[src/rtl/perspective_divide.sv]
// Perspective divide stage: x/w, y/w, z/w for three vertices on one shared
// sign-magnitude restoring divider. Optional feature macro: PERSP_CULL_EN.
module perspective_divide #(
  parameter int FRAC_BITS = 16
) (
  input  logic        clock,
  input  logic        reset,
  input  logic [31:0] x_in [3:0],
  input  logic [31:0] y_in [3:0],
  input  logic [31:0] z_in [3:0],
  input  logic [31:0] w_in [3:0],
  input  logic [23:0] color_in1,
  input  logic [23:0] color_in2,
  input  logic [23:0] color_in3,
  input  logic        input_data_valid,
  input  logic        done_in,
  input  logic        stall_in,
  output logic [31:0] x_out [2:0],
  output logic [31:0] y_out [2:0],
  output logic [31:0] z_out [2:0],
  output logic [23:0] color_out1,
  output logic [23:0] color_out2,
  output logic [23:0] color_out3,
  output logic        out_data_valid,
  output logic        done_out,
  output logic        stall_out,
  output logic        div_zero
);

  localparam int ITER = 32 + FRAC_BITS;
  localparam int DW   = 32 + FRAC_BITS;
  localparam int CW   = $clog2(ITER + 1);
  localparam logic [CW-1:0] CYC_LAST = CW'(ITER);
  localparam logic [DW-1:0] MAX_POS  = DW'(32'h7FFF_FFFF);
  localparam logic [DW-1:0] MAX_NEG  = DW'(32'h8000_0000);

  localparam logic [2:0] S_IDLE = 3'd0;
  localparam logic [2:0] S_DIV  = 3'd1;
  localparam logic [2:0] S_PUB  = 3'd2;
  localparam logic [2:0] S_OUT  = 3'd3;
  localparam logic [2:0] S_DROP = 3'd4;

  logic [2:0]    state_q;
  logic [31:0]   xs_q [2:0];
  logic [31:0]   ys_q [2:0];
  logic [31:0]   zs_q [2:0];
  logic [31:0]   ws_q [2:0];
  logic [23:0]   col1_q, col2_q, col3_q;
  logic          done_q;
  logic [1:0]    vtx_q, comp_q;
  logic [CW-1:0] cyc_q;
  logic [31:0]   rem_q;
  logic [32:0]   dvs_q;
  logic [DW-1:0] dvd_q, quo_q;
  logic          neg_q, wz_q, an_q;

  logic [31:0]   xv_s, yv_s, zv_s, wv_s, op_s, res_s;
  logic [32:0]   mag_s, rem_sh_s, rem_nx_s;
  logic          qbit_s;
  logic [DW-1:0] quo_nx_s;
  logic          unused_s;

  // Magnitude in 33 bits so that -0x80000000 cannot overflow.
  function automatic logic [32:0] abs33(input logic [31:0] v);
    logic [32:0] sv;
    sv = {v[31], v};
    if (v[31]) begin
      return 33'd0 - sv;
    end else begin
      return sv;
    end
  endfunction

  function automatic logic [31:0] finalize(input logic [DW-1:0] q, input logic neg,
                                           input logic wz, input logic a_neg);
    if (wz) begin
      return a_neg ? 32'h8000_0000 : 32'h7FFF_FFFF;
    end else if (neg) begin
      return (q > MAX_NEG) ? 32'h8000_0000 : (32'd0 - q[31:0]);
    end else begin
      return (q > MAX_POS) ? 32'h7FFF_FFFF : q[31:0];
    end
  endfunction

  assign stall_out = (state_q != S_IDLE);
  assign unused_s  = ^{x_in[3], y_in[3], z_in[3], w_in[3], rem_nx_s[32], mag_s[32]};

`ifdef PERSP_CULL_EN
  logic cull_s;
  assign cull_s = ($signed(w_in[0]) <= 32'sd0) || ($signed(w_in[1]) <= 32'sd0) ||
                  ($signed(w_in[2]) <= 32'sd0);
`endif

  // Operand selection and one restoring-divider step.
  always_comb begin
    xv_s = 32'd0;
    yv_s = 32'd0;
    zv_s = 32'd0;
    wv_s = 32'd0;
    case (vtx_q)
      2'd0:    begin xv_s = xs_q[0]; yv_s = ys_q[0]; zv_s = zs_q[0]; wv_s = ws_q[0]; end
      2'd1:    begin xv_s = xs_q[1]; yv_s = ys_q[1]; zv_s = zs_q[1]; wv_s = ws_q[1]; end
      2'd2:    begin xv_s = xs_q[2]; yv_s = ys_q[2]; zv_s = zs_q[2]; wv_s = ws_q[2]; end
      default: begin xv_s = 32'd0;   yv_s = 32'd0;   zv_s = 32'd0;   wv_s = 32'd0;   end
    endcase
    case (comp_q)
      2'd0:    op_s = xv_s;
      2'd1:    op_s = yv_s;
      2'd2:    op_s = zv_s;
      default: op_s = 32'd0;
    endcase
    mag_s    = abs33(op_s);
    rem_sh_s = {1'b0, rem_q[30:0], dvd_q[DW-1]} | {rem_q[31], 32'd0};
    if (rem_sh_s >= dvs_q) begin
      rem_nx_s = rem_sh_s - dvs_q;
      qbit_s   = 1'b1;
    end else begin
      rem_nx_s = rem_sh_s;
      qbit_s   = 1'b0;
    end
    quo_nx_s = {quo_q[DW-2:0], qbit_s};
    res_s    = finalize(quo_nx_s, neg_q, wz_q, an_q);
  end

  // Stage FSM, operand latch, divider registers and output registers.
  always_ff @(posedge clock) begin
    if (reset) begin
      state_q        <= S_IDLE;
      out_data_valid <= 1'b0;
      done_out       <= 1'b0;
      div_zero       <= 1'b0;
      color_out1     <= 24'd0;
      color_out2     <= 24'd0;
      color_out3     <= 24'd0;
      for (int i = 0; i < 3; i++) begin
        x_out[i] <= 32'd0;
        y_out[i] <= 32'd0;
        z_out[i] <= 32'd0;
        xs_q[i]  <= 32'd0;
        ys_q[i]  <= 32'd0;
        zs_q[i]  <= 32'd0;
        ws_q[i]  <= 32'd0;
      end
      col1_q <= 24'd0;
      col2_q <= 24'd0;
      col3_q <= 24'd0;
      done_q <= 1'b0;
      vtx_q  <= 2'd0;
      comp_q <= 2'd0;
      cyc_q  <= '0;
      rem_q  <= 32'd0;
      dvs_q  <= 33'd0;
      dvd_q  <= '0;
      quo_q  <= '0;
      neg_q  <= 1'b0;
      wz_q   <= 1'b0;
      an_q   <= 1'b0;
    end else begin
      case (state_q)
        S_IDLE: begin
          if (input_data_valid) begin
            for (int i = 0; i < 3; i++) begin
              xs_q[i] <= x_in[i];
              ys_q[i] <= y_in[i];
              zs_q[i] <= z_in[i];
              ws_q[i] <= w_in[i];
            end
            col1_q <= color_in1;
            col2_q <= color_in2;
            col3_q <= color_in3;
            done_q <= done_in;
            vtx_q  <= 2'd0;
            comp_q <= 2'd0;
            cyc_q  <= '0;
`ifdef PERSP_CULL_EN
            if (cull_s) begin
              if (done_in) begin
                // Keep the end-of-stream marker alive with an empty triangle.
                for (int i = 0; i < 3; i++) begin
                  x_out[i] <= 32'd0;
                  y_out[i] <= 32'd0;
                  z_out[i] <= 32'd0;
                end
                color_out1     <= 24'd0;
                color_out2     <= 24'd0;
                color_out3     <= 24'd0;
                done_out       <= 1'b1;
                out_data_valid <= 1'b1;
                state_q        <= S_OUT;
              end else begin
                state_q <= S_DROP;
              end
            end else begin
              state_q <= S_DIV;
            end
`else
            state_q <= S_DIV;
`endif
          end
        end
        S_DIV: begin
          if (cyc_q == '0) begin
            rem_q <= 32'd0;
            dvs_q <= abs33(wv_s);
            dvd_q <= {mag_s[31:0], {FRAC_BITS{1'b0}}};
            quo_q <= '0;
            neg_q <= op_s[31] ^ wv_s[31];
            wz_q  <= (wv_s == 32'd0);
            an_q  <= op_s[31];
            if (wv_s == 32'd0) begin
              div_zero <= 1'b1;
            end
            cyc_q <= CW'(1);
          end else begin
            // A zero divisor skips the iterations but keeps the cycle count.
            if (!wz_q) begin
              rem_q <= rem_nx_s[31:0];
              dvd_q <= {dvd_q[DW-2:0], 1'b0};
              quo_q <= quo_nx_s;
            end
            if (cyc_q == CYC_LAST) begin
              case (comp_q)
                2'd0:    x_out[vtx_q] <= res_s;
                2'd1:    y_out[vtx_q] <= res_s;
                default: z_out[vtx_q] <= res_s;
              endcase
              cyc_q <= '0;
              if (comp_q == 2'd2) begin
                comp_q <= 2'd0;
                vtx_q  <= vtx_q + 2'd1;
                if (vtx_q == 2'd2) begin
                  state_q <= S_PUB;
                end
              end else begin
                comp_q <= comp_q + 2'd1;
              end
            end else begin
              cyc_q <= cyc_q + CW'(1);
            end
          end
        end
        S_PUB: begin
          color_out1     <= col1_q;
          color_out2     <= col2_q;
          color_out3     <= col3_q;
          done_out       <= done_q;
          out_data_valid <= 1'b1;
          state_q        <= S_OUT;
        end
        S_OUT: begin
          if (!stall_in) begin
            out_data_valid <= 1'b0;
            state_q        <= S_IDLE;
          end
        end
        S_DROP: begin
          state_q <= S_IDLE;
        end
        default: begin
          state_q <= S_IDLE;
        end
      endcase
    end
  end

endmodule

[config.mk]
export PLATFORM = sky130hd
export DESIGN_NAME = perspective_divide
export DESIGN_NICKNAME = d
export VERILOG_FILES = /design/src/rtl/perspective_divide.sv
export SDC_FILE = /design/constraint.sdc
export NUM_CORES = 2
export LEC_CHECK = 0
export CORE_AREA = 5 5 369 371
export CTS_CLUSTER_SIZE = 25
export DETAILED_ROUTE_END_ITERATION = 8
export DIE_AREA = 0 0 374 376
export GPL_ROUTABILITY_DRIVEN = 0
export HOLD_SLACK_MARGIN = 0.03
export PLACE_DENSITY = 0.53
export SYNTH_ARGS = -nofsm -noshare
export SYNTH_HDL_FRONTEND = slang
export SYNTH_SLANG_ARGS = --single-unit
[constraint.sdc]
create_clock -name clock -period 11.2 [get_ports clock]
set_input_delay 1.12 -clock clock [delete_from_list [all_inputs] [get_ports clock]]
set_output_delay 1.12 -clock clock [all_outputs]
set_load 0.01 [all_outputs]
Word-level counts from Yosys, hierarchy flattened

Memories as Yosys holds them, arrays and structs flattened.
Cells that the tools add are included.

Magnitude comparators: 5
Shift operators: 0
Equal/unequal tests: 15
Bitwise gates (word level): 16
Muxes and demuxes: 65
Reductions and logical operators: 22
Div/mod/pow operators: 0
Add/subtract/negate cells: 7
$mul: 0

Operators by type and width:

| cell                                                                    | number |
|---|---|
| 32-bit two-way mux                                                      | 22 |
| 32-bit one-hot mux with 3 select lines                                  | 5 |
| 96-bit bitwise mux                                                      | 3 |
| 48-bit two-way mux                                                      | 2 |
| 47-bit two-way mux                                                      | 2 |
| 32-bit demux with 2-bit select                                          | 1 |
| 1-bit by 32-bit subtractor with 32-bit output (first input constant)    | 2 |
| 48-bit by 31-bit > comparator with 1-bit output (second input constant) | 1 |
| 48-bit by 32-bit > comparator with 1-bit output (second input constant) | 1 |
| 33-bit greater-or-equal comparator                                      | 1 |
| 33-bit two-way mux                                                      | 1 |
| 32-bit by 33-bit OR with 33-bit output                                  | 1 |
| 1-bit by 32-bit subtractor with 33-bit output (first input constant)    | 1 |
| 32-bit zero test                                                        | 1 |
| 32-bit subtractor                                                       | 1 |
| 3-bit two-way mux                                                       | 6 |
| 6-bit two-way mux                                                       | 3 |
| 4-bit AND reduction                                                     | 4 |
| 2-bit two-way mux                                                       | 7 |
| 2-bit != test (second input constant)                                   | 6 |
| 1-bit OR                                                                | 12 |
| 3-bit one-hot mux with 4 select lines                                   | 1 |
| 6-bit one-hot mux with 2 select lines                                   | 1 |
| 2-bit AND reduction                                                     | 5 |
| 25 further kinds                                                        | 40 |

Register bits after elaboration: 612
Input bits: 589
Output and inout port bits: 364
Bits in writable memories: 384
Bits in read-only memories: 0
Latch bits: 0
Memories kept: 4

Memories:

| memory | words | bits a word | rd ports | clocked after memory_dff | write ports | line | text |
|---|---|---|---|---|---|---|---|
| ws_q   | 3     | 32          | 3        | 0                        | 3           | 47   | `logic [31:0] ws_q [2:0];` |
| xs_q   | 3     | 32          | 3        | 0                        | 3           | 44   | `logic [31:0] xs_q [2:0];` |
| ys_q   | 3     | 32          | 3        | 0                        | 3           | 45   | `logic [31:0] ys_q [2:0];` |
| zs_q   | 3     | 32          | 3        | 0                        | 3           | 46   | `logic [31:0] zs_q [2:0];` |

Logic depth before layout (Yosys ltp)

Word-level depth: 8
Depth in mapped cells: 25
Depth with buffers taken out: 19

Worst setup path before layout

Ideal clock, no wire load.

Path kind: input to register
From: in reset
To: mem ws_q[0][0] (enable)
Path buffers: 3
Arrival time: 9213 ps
Stages: 5
Slack: 1256 ps
Library setup time: 731 ps
Required time: 10469 ps
Path through: clkbuf_1 a21oi_1 clkbuf_1 clkbuf_1 inv_1

RTL lines:

| what            | line | text |
|---|---|---|
| start, declared | 7    | `input logic reset,` |
| end, declared   | 47   |  |

Worst setup path after layout

From: reg rem_q[29]
To: reg y_out[70] (netlist name)

Word-level cells in the longest chain between the ends: 8

Ends and longest elaborated chain:

| what                                                                    | line   | text |
|---|---|---|
| start, declared                                                         | 52     | `logic [31:0] rem_q;` |
| start signal, assigned                                                  | 217    | `rem_q <= rem_nx_s[31:0];` |
| 32-bit by 33-bit OR with 33-bit output *                                | 113    | `rem_sh_s = {1'b0, rem_q[30:0], dvd_q[DW-1]} \| {rem_q[31], 32'd0};` |
| 33-bit greater-or-equal comparator *                                    | 114    | `if (rem_sh_s >= dvs_q) begin` |
| 1-bit two-way mux *                                                     | 114    |  |
| 48-bit by 31-bit > comparator with 1-bit output (tied with other cells) | 81     | `return (q > MAX_POS) ? 32'h7FFF_FFFF : q[31:0];` |
| 32-bit two-way mux, on equally long branches                            | 81, 79 |  |
| 32-bit two-way mux *                                                    | 78     | `end else if (neg) begin` |
| 32-bit two-way mux *                                                    | 76     | `if (wz) begin` |
| 96-bit bitwise mux *                                                    | 224    | `2'd1: y_out[vtx_q] <= res_s;` |
| end signal, assigned by index                                           | 224    |  |
| end, declared                                                           | 19     | `output logic [31:0] y_out [2:0],` |

Mark *: on every way between the ends. The rest lies on a longest branch, timed or not.
A chain may end at the register's enable or synchronous reset.

==> qor.yml <==
outcome:
  status: "complete, no violations"
clock_network:
  cts-hold-fix-buffers: 0
  clkSlewWorstSetupHoldPaths_ns: 0.06
  post_cts.repair.setup_buffers: 0
  cts.sinks: 979
  cts_buffer_depth: 3
  cts-root-buf: "clkbuf_16"
  cts_tree: "yes"
  clock_latency_ns: 0.74
  cts_resized: 0
  cts_made_buffers: 109
  htreeDepth: 3
critical_path:
  criticalPathCategory: "register to register"
  slowest_stage: "inv_1"
  end_kind: "register"
  slowest_delay_ns: 0.92
  startpoint_type: "register"
  worstPathCellList: "ha_1, and3_1, a221oi_1, o21ai_0, a211oi_1, o21a_1, nand2_1, inv_1, ha_1, or4b_4, or4_1, nor4_4, a21o_1, a21oi_1, o31ai_4, nor2_1, nor3_1"
  required_ns: 11.85
  crit_top_cell: "ha_1"
  cp.arrival_ns: 8.56
  cp_max_fo: 25
global_route:
  grt_pass1_vias: 32800
  grt_use_total_pct: 20.6
  grt_start_max_net_pins: 268
  grt_util_met1_pct: 24.9
  grt.busiest_layer: "met2"
  antenna_found_initial: 36
  grt_use_met3_pct: 5.46
  grt_pass1_wl_mm: 221
  met2_usage_pct: 35.7
  grt-ovfl-total: 0
yosys:
  syn_inst: 4094
  async_flop_share_pct: 0
  yosys-top-cells-area: "dfxtp_1 (28%), edfxtp_1 (28%), and2_1 (5.9%), nor2_1 (5.1%), a222oi_1 (2.9%)"
  synth_area_mm2: 0.0419
  syn_nets: 4731
  ys_seq_area_share_pct: 56.0
  yosys_register_bits: 979
  synth_area_per_cell_um2: 10.2
  yosysTopAreaCell: "dfxtp_1"
  synth_cell_types: 82
  yosysWarnings: 0
  synth_edf_count: 384
  ys.flop_type: "dfxtp_1"
  synth_top_area_share_pct: 28.5
timing:
  setup_viol_count_final: 0
  rsz0062_at_grt: "false"
  fin_ws_ns: 3.29
  slew_headroom_pct: 21.8
  finClkSkew_ns: 0.0656
  fin_crit_ns: 7.91
  drv_slew: 0
  fin_crit_sh_pct: 70.6
  fmax_mhz: 126
  hold_violations: 0
  final.setup.tns_ns: 0
  worst_pin_slew_ns: 1.17
power_and_ir_drop:
  p_per_area_mw_per_mm2: 239
  peakVddDrop_mv: 0.301
  p_leak_nw: 20.0
  total_power_mw: 13.2
final_layout:
  regArea_mm2: 0.0234
  drive_gt1_share_pct: 6.28
  fin_nets: 5391
  multi_input_area_mm2: 0.0171
  syn2layout_area_growth_pct: 32.3
  n_fill_cell: 12900
  instances_no_fill: 6628
place:
  placedCellCount: 6411
  portBuffers: 824
  place_hpwl_mm: 107
  place_ws_ns: 3.24
die:
  rows: 134
  die_y_um: 376
  dieArea_mm2: 0.141
  start_util_pct: 31.6
  die_x_um: 374
  coreArea_mm2: 0.133
  ios: 953
detailed_routing:
  routed-via-count: 34100
  drtIter0Drc: 3225
  finalWirelength_mm: 153
  drtAntennaViolNets: 0
  wire_per_inst_um: 23.1
  via_per_inst: 5.14
  drc: 0
  first_pass_iters: 8
flow_run:
  maxCapViolCount: 0
worst_hold_path:
  min_path_type: "register to register"
## Yosys cell counts, drive strengths merged, types with 100 or more instances
library cell / n
nor3: 100
o21ai: 136
nand2: 228
nand3: 106
dfxtp: 595
and2: 397
clkbuf: 270
a211oi: 166
nor2: 569
a222oi: 122
a21oi: 170
edfxtp: 384
## registers in the layout, summed over array words and instances (netlist names), 32 cells and up
name,count
zs_q,96
quo_q,47
ys_q,96
y_out,96
x_out,96
dvd_q,32
rem_q,32
ws_q,96
xs_q,96
z_out,96
dvs_q,33
## power breakdown
group	leakage [nW]	internal, mW	switching (mW)	total, mW
clock network	1.78	2.11	1.52	3.63
logic	9.26	1.71	3.33	5.04
registers	8.96	4.34	0.213	4.55
total	20.0	8.16	5.06	13.2
## final timing paths
check                               start  slack, ns  depth (start not counted)         to
worst min register to register  y_out[94]       0.45                          2  y_out[94]
worst max register to register  rem_q[29]       3.29                         17  y_out[70]
worst max-delay path            rem_q[29]       3.29                         17  y_out[70]
worst min-delay path            y_out[94]       0.45                          2  y_out[94]
## layout make-up
class / count / area share (%)
Sequential cell: 979 / 42.3
Multi-Input combinational cell: 2721 / 30.8
Timing Repair Buffer: 876 / 15.7
Clock buffer: 160 / 5.76
Tap cell: 1768 / 4.00
Clock inverter: 41 / 0.798
Inverter: 67 / 0.468
Antenna cell: 16 / 0.0723
## cells in the final DEF, fill, tap and decap left out, drive strengths merged, types with 13 or more instances in the layout
| cell | count |
|---|---|
| a211oi | 166 |
| a21o | 17 |
| a21oi | 170 |
| a221oi | 23 |
| a222oi | 122 |
| a22o | 83 |
| a22oi | 91 |
| a31oi | 32 |
| and2 | 397 |
| buf | 53 |
| clkbuf | 160 |
| clkdlybuf4s50 | 823 |
| clkinv | 31 |
| dfxtp | 595 |
| diode | 16 |
| edfxtp | 384 |
| ha | 47 |
| inv | 67 |
| mux2i | 96 |
| nand2 | 228 |
| nand3 | 106 |
| nand4 | 22 |
| nor2 | 569 |
| nor3 | 100 |
| nor4 | 13 |
| o211ai | 13 |
| o21ai | 136 |
| o22ai | 14 |
| o31ai | 37 |
| or3 | 17 |
| or4 | 13 |
| xnor2 | 42 |
| xor2 | 35 |
## per-layer routing
layer	up-vias	wire length, µm
met5	-	270
met4	40	4880
met3	239	10800
met2	1085	74500
met1	16400	62400
li1	16300	-
## cell families (layout without fill, tap and decap cells)
logic type / count (synthesis) / after routing / share of synthesized area (%)
AND/OR/NAND/NOR: 1517 / 1517 / 17.5
flip-flops: 979 / 979 / 56.0
AO/OA/AOI/OAI: 975 / 975 / 17.3
buffers and inverters: 394 / 1144 / 3.62
multiplexers: 104 / 104 / 2.51
XOR/XNOR: 77 / 77 / 1.61
adder cells (fa/ha/maj): 48 / 48 / 1.45
other: 0 / 16 / 0
## metrics by stage
step,hold WS [ns],area (µm²),util [%]
3_3_place_gp,0.437,51700,39.0
5_1_grt,0.471,55300,41.7
4_1_cts,0.450,55300,41.7
2_1_floorplan,0.425,41900,-
3_5_place_dp,0.442,51700,39.0
6_report,0.452,55400,41.7
## critical path: cells and delay by family, from the launching register on
family	cells	cell delay, ns
adder cells (fa/ha/maj)	2	0.69
buffers and inverters	1	0.92
AO/OA/AOI/OAI	7	2.92
AND/OR/NAND/NOR	7	2.95
flip-flops	1	0.33
Note: power is estimated with default switching activity, not from simulation.
